File: src/rtl/synch_bin_count_monitor_if.sv
// synch_bin_count_monitor_if: observed counter bus and monitor results.
interface synch_bin_count_monitor_if #(
    parameter int Nbits = 4,
    parameter int Cbits = 8
);
    logic             ena;
    logic             clr;
    logic [Nbits-1:0] counter;
    logic             step_up;
    logic             step_dn;
    logic             hold;
    logic             jump;
    logic [Nbits-1:0] jump_value;
    logic             wrap_up;
    logic             wrap_dn;
    logic             dir;
    logic             tracking;
    logic [Cbits-1:0] up_cnt;
    logic [Cbits-1:0] dn_cnt;
    logic [Cbits-1:0] jump_cnt;
    modport master (
        output ena, clr, counter,
        input  step_up, step_dn, hold, jump, jump_value, wrap_up, wrap_dn,
               dir, tracking, up_cnt, dn_cnt, jump_cnt
    );
    modport slave (
        input  ena, clr, counter,
        output step_up, step_dn, hold, jump, jump_value, wrap_up, wrap_dn,
               dir, tracking, up_cnt, dn_cnt, jump_cnt
    );
endinterface

File: src/rtl/synch_bin_count_monitor.sv
// synch_bin_count_monitor: classifies each sampled counter value as hold/up/down/jump with saturating stats.
module synch_bin_count_monitor #(
    parameter int Nbits = 4,
    parameter int Cbits = 8
) (
    input logic                      clk,
    input logic                      rst,
    synch_bin_count_monitor_if.slave bus
);
    typedef enum logic {IDLE, TRACK} state_t;
    localparam logic [Nbits-1:0] ONES = '1;
    localparam logic [Cbits-1:0] CMAX = '1;
    if (Nbits < 2) begin : g_chk
        $error("Nbits must be >= 2");
    end
    state_t           state_q, state_d;
    logic [Nbits-1:0] prev_q, prev_d, jv_q, jv_d, diff;
    logic             up_q, up_d, dn_q, dn_d, hold_q, hold_d, jump_q, jump_d;
    logic             wup_q, wup_d, wdn_q, wdn_d, dir_q, dir_d;
    logic             is_up, is_dn, is_hold;
    logic [Cbits-1:0] uc_q, uc_d, dc_q, dc_d, jc_q, jc_d;
    always_ff @(posedge clk or posedge rst) begin
        if (rst) begin
            state_q <= IDLE;
            prev_q  <= '0;
            jv_q    <= '0;
            up_q    <= 1'b0;
            dn_q    <= 1'b0;
            hold_q  <= 1'b0;
            jump_q  <= 1'b0;
            wup_q   <= 1'b0;
            wdn_q   <= 1'b0;
            dir_q   <= 1'b0;
            uc_q    <= '0;
            dc_q    <= '0;
            jc_q    <= '0;
        end else begin
            state_q <= state_d;
            prev_q  <= prev_d;
            jv_q    <= jv_d;
            up_q    <= up_d;
            dn_q    <= dn_d;
            hold_q  <= hold_d;
            jump_q  <= jump_d;
            wup_q   <= wup_d;
            wdn_q   <= wdn_d;
            dir_q   <= dir_d;
            uc_q    <= uc_d;
            dc_q    <= dc_d;
            jc_q    <= jc_d;
        end
    end
    // A load landing on prev+-1 is indistinguishable from a step and is reported as one.
    assign diff    = bus.counter - prev_q;
    assign is_hold = diff == '0;
    assign is_up   = diff == Nbits'(1);
    assign is_dn   = diff == ONES;
    always_comb begin
        state_d = state_q;
        prev_d  = prev_q;
        jv_d    = jv_q;
        dir_d   = dir_q;
        up_d    = 1'b0;
        dn_d    = 1'b0;
        hold_d  = 1'b0;
        jump_d  = 1'b0;
        wup_d   = 1'b0;
        wdn_d   = 1'b0;
        if (bus.ena) begin
            state_d = TRACK;
            prev_d  = bus.counter;
            if (state_q == TRACK) begin
                hold_d = is_hold;
                up_d   = is_up;
                dn_d   = is_dn;
                jump_d = !(is_hold || is_up || is_dn);
                wup_d  = is_up && prev_q == ONES;
                wdn_d  = is_dn && prev_q == '0;
                dir_d  = is_up ? 1'b1 : is_dn ? 1'b0 : dir_q;
                jv_d   = jump_d ? bus.counter : jv_q;
            end
        end
    end
    // Clear wins over a same-edge increment; counters stick at all-ones.
    always_comb begin
        uc_d = bus.clr ? '0 : (up_d && uc_q != CMAX) ? uc_q + 1'b1 : uc_q;
        dc_d = bus.clr ? '0 : (dn_d && dc_q != CMAX) ? dc_q + 1'b1 : dc_q;
        jc_d = bus.clr ? '0 : (jump_d && jc_q != CMAX) ? jc_q + 1'b1 : jc_q;
    end
    assign bus.step_up    = up_q;
    assign bus.step_dn    = dn_q;
    assign bus.hold       = hold_q;
    assign bus.jump       = jump_q;
    assign bus.jump_value = jv_q;
    assign bus.wrap_up    = wup_q;
    assign bus.wrap_dn    = wdn_q;
    assign bus.dir        = dir_q;
    assign bus.tracking   = state_q == TRACK;
    assign bus.up_cnt     = uc_q;
    assign bus.dn_cnt     = dc_q;
    assign bus.jump_cnt   = jc_q;
endmodule

File: src/flat_wrapper.sv
// flat-port wrapper written by rule: the top's interface ports become plain ports
module synch_bin_count_monitor_flat 
#(
    parameter int Nbits = 4,
    parameter int Cbits = 8
)
  (clk, rst, bus_ena, bus_clr, bus_counter, bus_step_up, bus_step_dn, bus_hold, bus_jump, bus_jump_value, bus_wrap_up, bus_wrap_dn, bus_dir, bus_tracking, bus_up_cnt, bus_dn_cnt, bus_jump_cnt);
  synch_bin_count_monitor_if #(.Nbits(Nbits), .Cbits(Cbits)) bus_i ();
  input logic clk;
  input logic rst;
  input wire logic [$bits(bus_i.ena)-1:0] bus_ena;
  input wire logic [$bits(bus_i.clr)-1:0] bus_clr;
  input wire logic [$bits(bus_i.counter)-1:0] bus_counter;
  output wire logic [$bits(bus_i.step_up)-1:0] bus_step_up;
  output wire logic [$bits(bus_i.step_dn)-1:0] bus_step_dn;
  output wire logic [$bits(bus_i.hold)-1:0] bus_hold;
  output wire logic [$bits(bus_i.jump)-1:0] bus_jump;
  output wire logic [$bits(bus_i.jump_value)-1:0] bus_jump_value;
  output wire logic [$bits(bus_i.wrap_up)-1:0] bus_wrap_up;
  output wire logic [$bits(bus_i.wrap_dn)-1:0] bus_wrap_dn;
  output wire logic [$bits(bus_i.dir)-1:0] bus_dir;
  output wire logic [$bits(bus_i.tracking)-1:0] bus_tracking;
  output wire logic [$bits(bus_i.up_cnt)-1:0] bus_up_cnt;
  output wire logic [$bits(bus_i.dn_cnt)-1:0] bus_dn_cnt;
  output wire logic [$bits(bus_i.jump_cnt)-1:0] bus_jump_cnt;
  assign bus_i.ena = bus_ena;
  assign bus_i.clr = bus_clr;
  assign bus_i.counter = bus_counter;
  assign bus_step_up = bus_i.step_up;
  assign bus_step_dn = bus_i.step_dn;
  assign bus_hold = bus_i.hold;
  assign bus_jump = bus_i.jump;
  assign bus_jump_value = bus_i.jump_value;
  assign bus_wrap_up = bus_i.wrap_up;
  assign bus_wrap_dn = bus_i.wrap_dn;
  assign bus_dir = bus_i.dir;
  assign bus_tracking = bus_i.tracking;
  assign bus_up_cnt = bus_i.up_cnt;
  assign bus_dn_cnt = bus_i.dn_cnt;
  assign bus_jump_cnt = bus_i.jump_cnt;
  synch_bin_count_monitor #(.Nbits(Nbits), .Cbits(Cbits)) u_core (.clk(clk), .rst(rst), .bus(bus_i));
endmodule
File: config.mk
export PLATFORM = sky130hd
export DESIGN_NAME = synch_bin_count_monitor_flat
export DESIGN_NICKNAME = d
export VERILOG_FILES = /design/src/rtl/synch_bin_count_monitor_if.sv /design/src/rtl/synch_bin_count_monitor.sv /design/src/flat_wrapper.sv
export SDC_FILE = /design/constraint.sdc
export NUM_CORES = 1
export LEC_CHECK = 0
export BUFFER_PORTS_ARGS = -buffer_cell sky130_fd_sc_hd__buf_2
export CORE_ASPECT_RATIO = 2
export CORE_MARGIN = 2
export CORE_UTILIZATION = 44
export CTS_BUF_LIST = sky130_fd_sc_hd__clkbuf_8
export CTS_CLUSTER_SIZE = 12
export DETAILED_ROUTE_END_ITERATION = 8
export GPL_ROUTABILITY_DRIVEN = 0
export PLACE_DENSITY = 0.67
export SYNTH_ARGS = -nofsm -noshare
export SYNTH_HDL_FRONTEND = slang
export SYNTH_SLANG_ARGS = --single-unit
File: constraint.sdc
create_clock -name clk -period 3.37 [get_ports clk]
set_clock_uncertainty 0.1 [all_clocks]
set_input_delay 0.1685 -clock clk [delete_from_list [all_inputs] [get_ports clk]]
set_output_delay 0.1685 -clock clk [all_outputs]
set_load 0.05 [all_outputs]
# Yosys cells after proc, flatten, opt, wreduce, memory -nomap -nowiden
# Cells that the tools add are included.
# Widths: inputs -> output; s select.
word_totals:
  wordCells: 60
  in_bits: 8
  ff_bits: 40
  out_inout_bits: 36
classes:
  addsub: 4
  n_eq_ne: 6
  mux: 20
  bitwise_logic: 1
  reduce_logical: 16
ops:
  columns: ["op", "count"]
  rows:
  - ["$mux 8", 6]
  - ["$add 8x1->8 const B", 3]
  - ["$ne 8x8->1 const B", 3]
  - ["$mux 1", 14]
  - ["$eq 4x4->1 const B", 2]
  - ["$logic_not 4->1", 2]
  - ["$reduce_bool 2->1", 4]
  - ["$reduce_and 3->1", 2]
  - ["$logic_and 1x1->1", 5]
  - ["$eq 4x1->1 const B", 1]
  - ["$sub 4x4->4", 1]
  - ["$logic_or 1x1->1", 2]
  - ["$logic_not 1->1", 1]
  - ["$not 1->1", 1]

# Longest topological paths before layout
logic_depth:
  word_depth: 10
  depth_mapped: 10
  depth_no_buf: 9

# Worst setup path after synthesis
# No wires, ideal clock.
synth_path:
  path_kind: "flip-flop to flip-flop"
  startpoint: "reg u_core.prev_q[0]"
  endpoint: "reg u_core.jc_q[3], in the netlist u_core.bus.jump_cnt[3]"
  path_slack_ns: 0.844
  path_stages_with_launch: 10
  arrival_time_ns: 2.348
  cell_sequence: "dfrtp_1 -> ha_1 -> fa_1 -> xor2_2 -> a221o_1 -> nor3_1 -> nor2_1 -> buf_6 -> or3_1 -> a21oi_1"
synth_between:
  elab_chain_len: 9
  elab_cells_between_ends: 11
  cone_classes: "1 x add/sub; 2 x eq/ne; 2 x mux; 6 x reduce/logical"
synth_lines:
  columns: ["element", "line", "rtl"]
  rows:
  - ["start: declaration", "synch_bin_count_monitor.sv:17", "logic [Nbits-1:0] prev_q, prev_d, jv_q, jv_d, diff;"]
  - ["start signal: assignment", "synch_bin_count_monitor.sv:39", "prev_q <= prev_d;"]
  - ["$sub 4x4->4 *", "synch_bin_count_monitor.sv:54", "assign diff = bus.counter - prev_q;"]
  - ["$eq 4x1->1 / $logic_not 4->1 (equally long branches)", "synch_bin_count_monitor.sv:56, synch_bin_count_monitor.sv:55", null]
  - ["$logic_or 1x1->1", "synch_bin_count_monitor.sv:76", "jump_d = !(is_hold || is_up || is_dn);"]
  - ["$logic_or 1x1->1 *", "synch_bin_count_monitor.sv:76", null]
  - ["$logic_not 1->1 *", "synch_bin_count_monitor.sv:76", null]
  - ["$mux 1 *", "synch_bin_count_monitor.sv:72", "if (state_q == TRACK) begin"]
  - ["$mux 1 *", "synch_bin_count_monitor.sv:69", "if (bus.ena) begin"]
  - ["$logic_and 1x1->1 *", "synch_bin_count_monitor.sv:88", "jc_d = bus.clr ? '0 : (jump_d && jc_q != CMAX) ? jc_q + 1'b1 : jc_q;"]
  - ["$reduce_bool 2->1 (no line) *", null, null]
  - ["end signal: assignment", "synch_bin_count_monitor.sv:50", "jc_q <= jc_d;"]
  - ["end: declaration", "synch_bin_count_monitor.sv:21", "logic [Cbits-1:0] uc_q, uc_d, dc_q, dc_d, jc_q, jc_d;"]
# Mark *: on every way between the ends. The rest lies on a longest branch, timed or not.
# A chain may end at the register's enable or synchronous reset.

# Final worst setup path
layout_path:
  startpoint: "reg u_core.prev_q[0]"
  endpoint: "reg u_core.jc_q[7], in the netlist u_core.bus.jump_cnt[7]"
# Same word-level chain as after synthesis.

==> qor.yml <==
run_status:
  status: "finished, final reports clean"
detailed_routing:
  drt_first_pass_iters: 4
  viasPerCell: 5.402
  dr.first_iter.drc_count: 29
  post_drt_wl_per_cell_um: 13.37
  antenna_left: 0
  vias: 1572
  drc: 0
  routed_wl_mm: 3.890
power:
  clockPowerShare_pct: 26.1
  worst_ir_drop_vdd_uv: 283.5
  power.switching_uw: 405.3
  seq_power_share_pct: 46.9
  cellInternalPower_uw: 744.1
  switching_share_pct: 35.26
  comb_power_share_pct: 27.0
  powerDensity_mw_per_mm2: 488.6
  p_leak_uw: 0.001161
clock_network:
  clock_path_buffers: 2
  clk_latency_ns: 0.28
  cts_hold_buffers: 1
  cts-root-buf: "clkbuf_8"
  cts_resized: 0
  clock-sinks: 40
  cts.clk_slew.worst_paths_ns: 0.07
  cts_tree: "built"
  cts_setup_buffers: 0
  h-tree-depth: 2
  cts_buffers: 5
cells_and_area:
  finish.net_count: 252
  fillerInstances: 410
  diodes: 0
  drive_gt1_share_pct: 27.85
  fin_util_pct: 53.68
  stdcell_area_mm2: 0.002352
  areaGrowthSynthToFinish_pct: 17.43
hold_path:
  hold_class: "input port to flip-flop"
timing:
  rsz0062_at_grt: "no"
  slew_viol_final: 0
  hold_viol: 0
  layout_setup_ws_ns: 0.5826
  relSlewSlack_pct: 66.10
  post-route-min-period_ns: 2.787
  setup_viol: 0
  finalCritPeriodShare_pct: 82.71
  fin_setup_tns_ns: 0
  worst_pin_slew_ns: 0.5084
  fmax_mhz: 358.8
yosys:
  synth_top_cell_by_area: "dfrtp_1"
  synth_async_sr_flop_share_pct: 100.0
  synth.distinct_cells: 38
  synth_top_cell_area_share_pct: 49.97
  ys_seq_area_share_pct: 49.97
  ys_ff_latch: 40
  synth_nets: 205
  synth_area_mm2: 0.002003
  ys.flop_type: "dfrtp_1"
  ys_warn_count: 0
  postSynthAreaPerCell_um2: 10.54
  synthTopCellsByCount: "40 x dfrtp_1, 19 x nor2_1, 15 x nand2_1, 11 x xor2_1, 10 x a21oi_1"
  synth-edff-count: 0
  yosysMostFrequentCell: "dfrtp_1"
  synth.area.top_cells: "dfrtp_1 50%, xor2_1 4.8%, ha_1 3.7%, nor2_1 3.6%, mux2_2 3.4%"
  synth_cells: 190
critical_path:
  startpoint_type: "flip-flop"
  critPathKind: "flip-flop to flip-flop"
  cp_data_arrival_time_ns: 2.89
  worstPathMaxFanout: 14
  crit_required_ns: 3.48
  critPathCaptureType: "flip-flop"
grt:
  grt_pass1_vias: 1450
  grt_max_degree: 41
  track_usage_pct: 16.47
  gr-total-overflow: 0
  antenna_found_initial: 0
  grt_pass1_wl_mm: 6.506
die:
  start_util_pct: 45.72
  design.portCount: 44
  die_w_um: 51.71
  rows: 34
  die_y_um: 99.42
  core-area_mm2: 0.004382
  dieArea_mm2: 0.005141
placed_design:
  dpl_worst_slack_ns: 0.5804
  hpwl_mm: 2.875
  place_area_mm2: 0.002261
  io_buffer_count: 43
job:
  drv_cap: 0
logic make-up (layout without fill, tap and decap cells):
logic type	count (synthesis)	in the layout	share of synthesized area (%)
buffers and inverters	15	62	3.685
AOI/OAI and AO/OA	26	26	8.932
DFF	40	40	49.97
and+or+nand+nor	80	80	21.80
xor gates and xnor gates	14	14	6.496
adders and majority gates	7	7	4.747
muxes	8	8	4.372
per-stage QoR:
step	hold WS, ns	total power, uW	std cells
CTS	0.01255	1167	291
global placement	0.2221	856.0	283
detailed placement	0.2182	861.7	283
finish	0.02291	1149	291
floorplan	0.1316	799.1	190
global route	0.05012	1210	291
state kept, by name, indices dropped and copies added (netlist names):
signal                 count
u_core.bus.up_cnt          8
u_core.bus.tracking        1
u_core.bus.jump_cnt        8
u_core.bus.step_dn         1
u_core.bus.wrap_up         1
u_core.bus.hold            1
u_core.prev_q              4
u_core.bus.wrap_dn         1
u_core.bus.jump_value      4
u_core.bus.dir             1
u_core.bus.step_up         1
u_core.bus.dn_cnt          8
u_core.bus.jump            1
area by class of cell:
cell class,instances,area (um^2),share of cell area (%)
clock buffer,5,68.82,2.926
clock inverter,2,12.51,0.5319
inverter,9,33.78,1.436
multi-input combinational,135,928.4,39.47
sequential,40,1001,42.55
tap,54,67.56,2.872
timing repair buffer,46,240.2,10.21
worst paths after layout:
kind / from / to / slack, ns / cells after the start
max reg2reg: u_core.prev_q[0] / u_core.bus.jump_cnt[7] / 0.58 / 9
min reg2reg: u_core.bus.dir / u_core.bus.dir / 0.38 / 2
min in group asynchronous: rst / u_core.bus.jump_cnt[3] / 0.44 / 4
min: bus_counter[2] / u_core.prev_q[2] / 0.02 / 3
max: u_core.prev_q[0] / u_core.bus.jump_cnt[7] / 0.58 / 9
max in group asynchronous: rst / u_core.bus.wrap_up / 2.36 / 4
power by group through the flow:
stage / sequential [uW] / combinational, uW / clock (uW)
after detailed placement: 549 / 313 / 0
final: 538 / 311 / 300
after global placement: 547 / 309 / 0
after CTS: 539 / 315 / 313
after global routing: 544 / 336 / 330
after floorplan: 657 / 142 / 0
routing by layer:
| metal | up-vias | global-route usage (%) | wire, um |
|---|---|---|---|
| met5 | - | 0 | 0 |
| met4 | 0 | 5.466 | 33 |
| met3 | 2 | 3.153 | 129 |
| met2 | 26 | 30.28 | 2182 |
| met1 | 781 | 18.24 | 1545 |
| li1 | 763 | - | - |
cells in the final DEF (no fill, tap or decap), types with 2 or more instances in the layout:
cell | Yosys | final
buf_2 | 2 | 43
dfrtp_1 | 40 | 40
nor2_1 | 19 | 19
nand2_1 | 15 | 15
xor2_1 | 11 | 11
a21oi_1 | 10 | 10
and3_1 | 9 | 9
inv_1 | 9 | 9
nand3_1 | 8 | 8
nand4_1 | 8 | 8
o21ai_0 | 8 | 8
mux2_2 | 6 | 6
ha_1 | 6 | 6
clkbuf_8 | 0 | 5
nor3_1 | 4 | 4
or3_1 | 4 | 4
or4_1 | 3 | 3
xnor2_1 | 2 | 2
mux2i_1 | 2 | 2
or3_2 | 2 | 2
o31ai_1 | 2 | 2
buf_4 | 0 | 2
critical path, stage by stage (launching register included):
cell and delay [ns]:
dfrtp_1 0.41, ha_1 0.21, fa_1 0.41, xor2_2 0.23, a221o_1 0.36, nor3_1 0.13, nor2_1 0.07, buf_4 0.18
or4_1 0.47, a21oi_1 0.15
No activity file was read; power rests on OpenSTA's default activity.
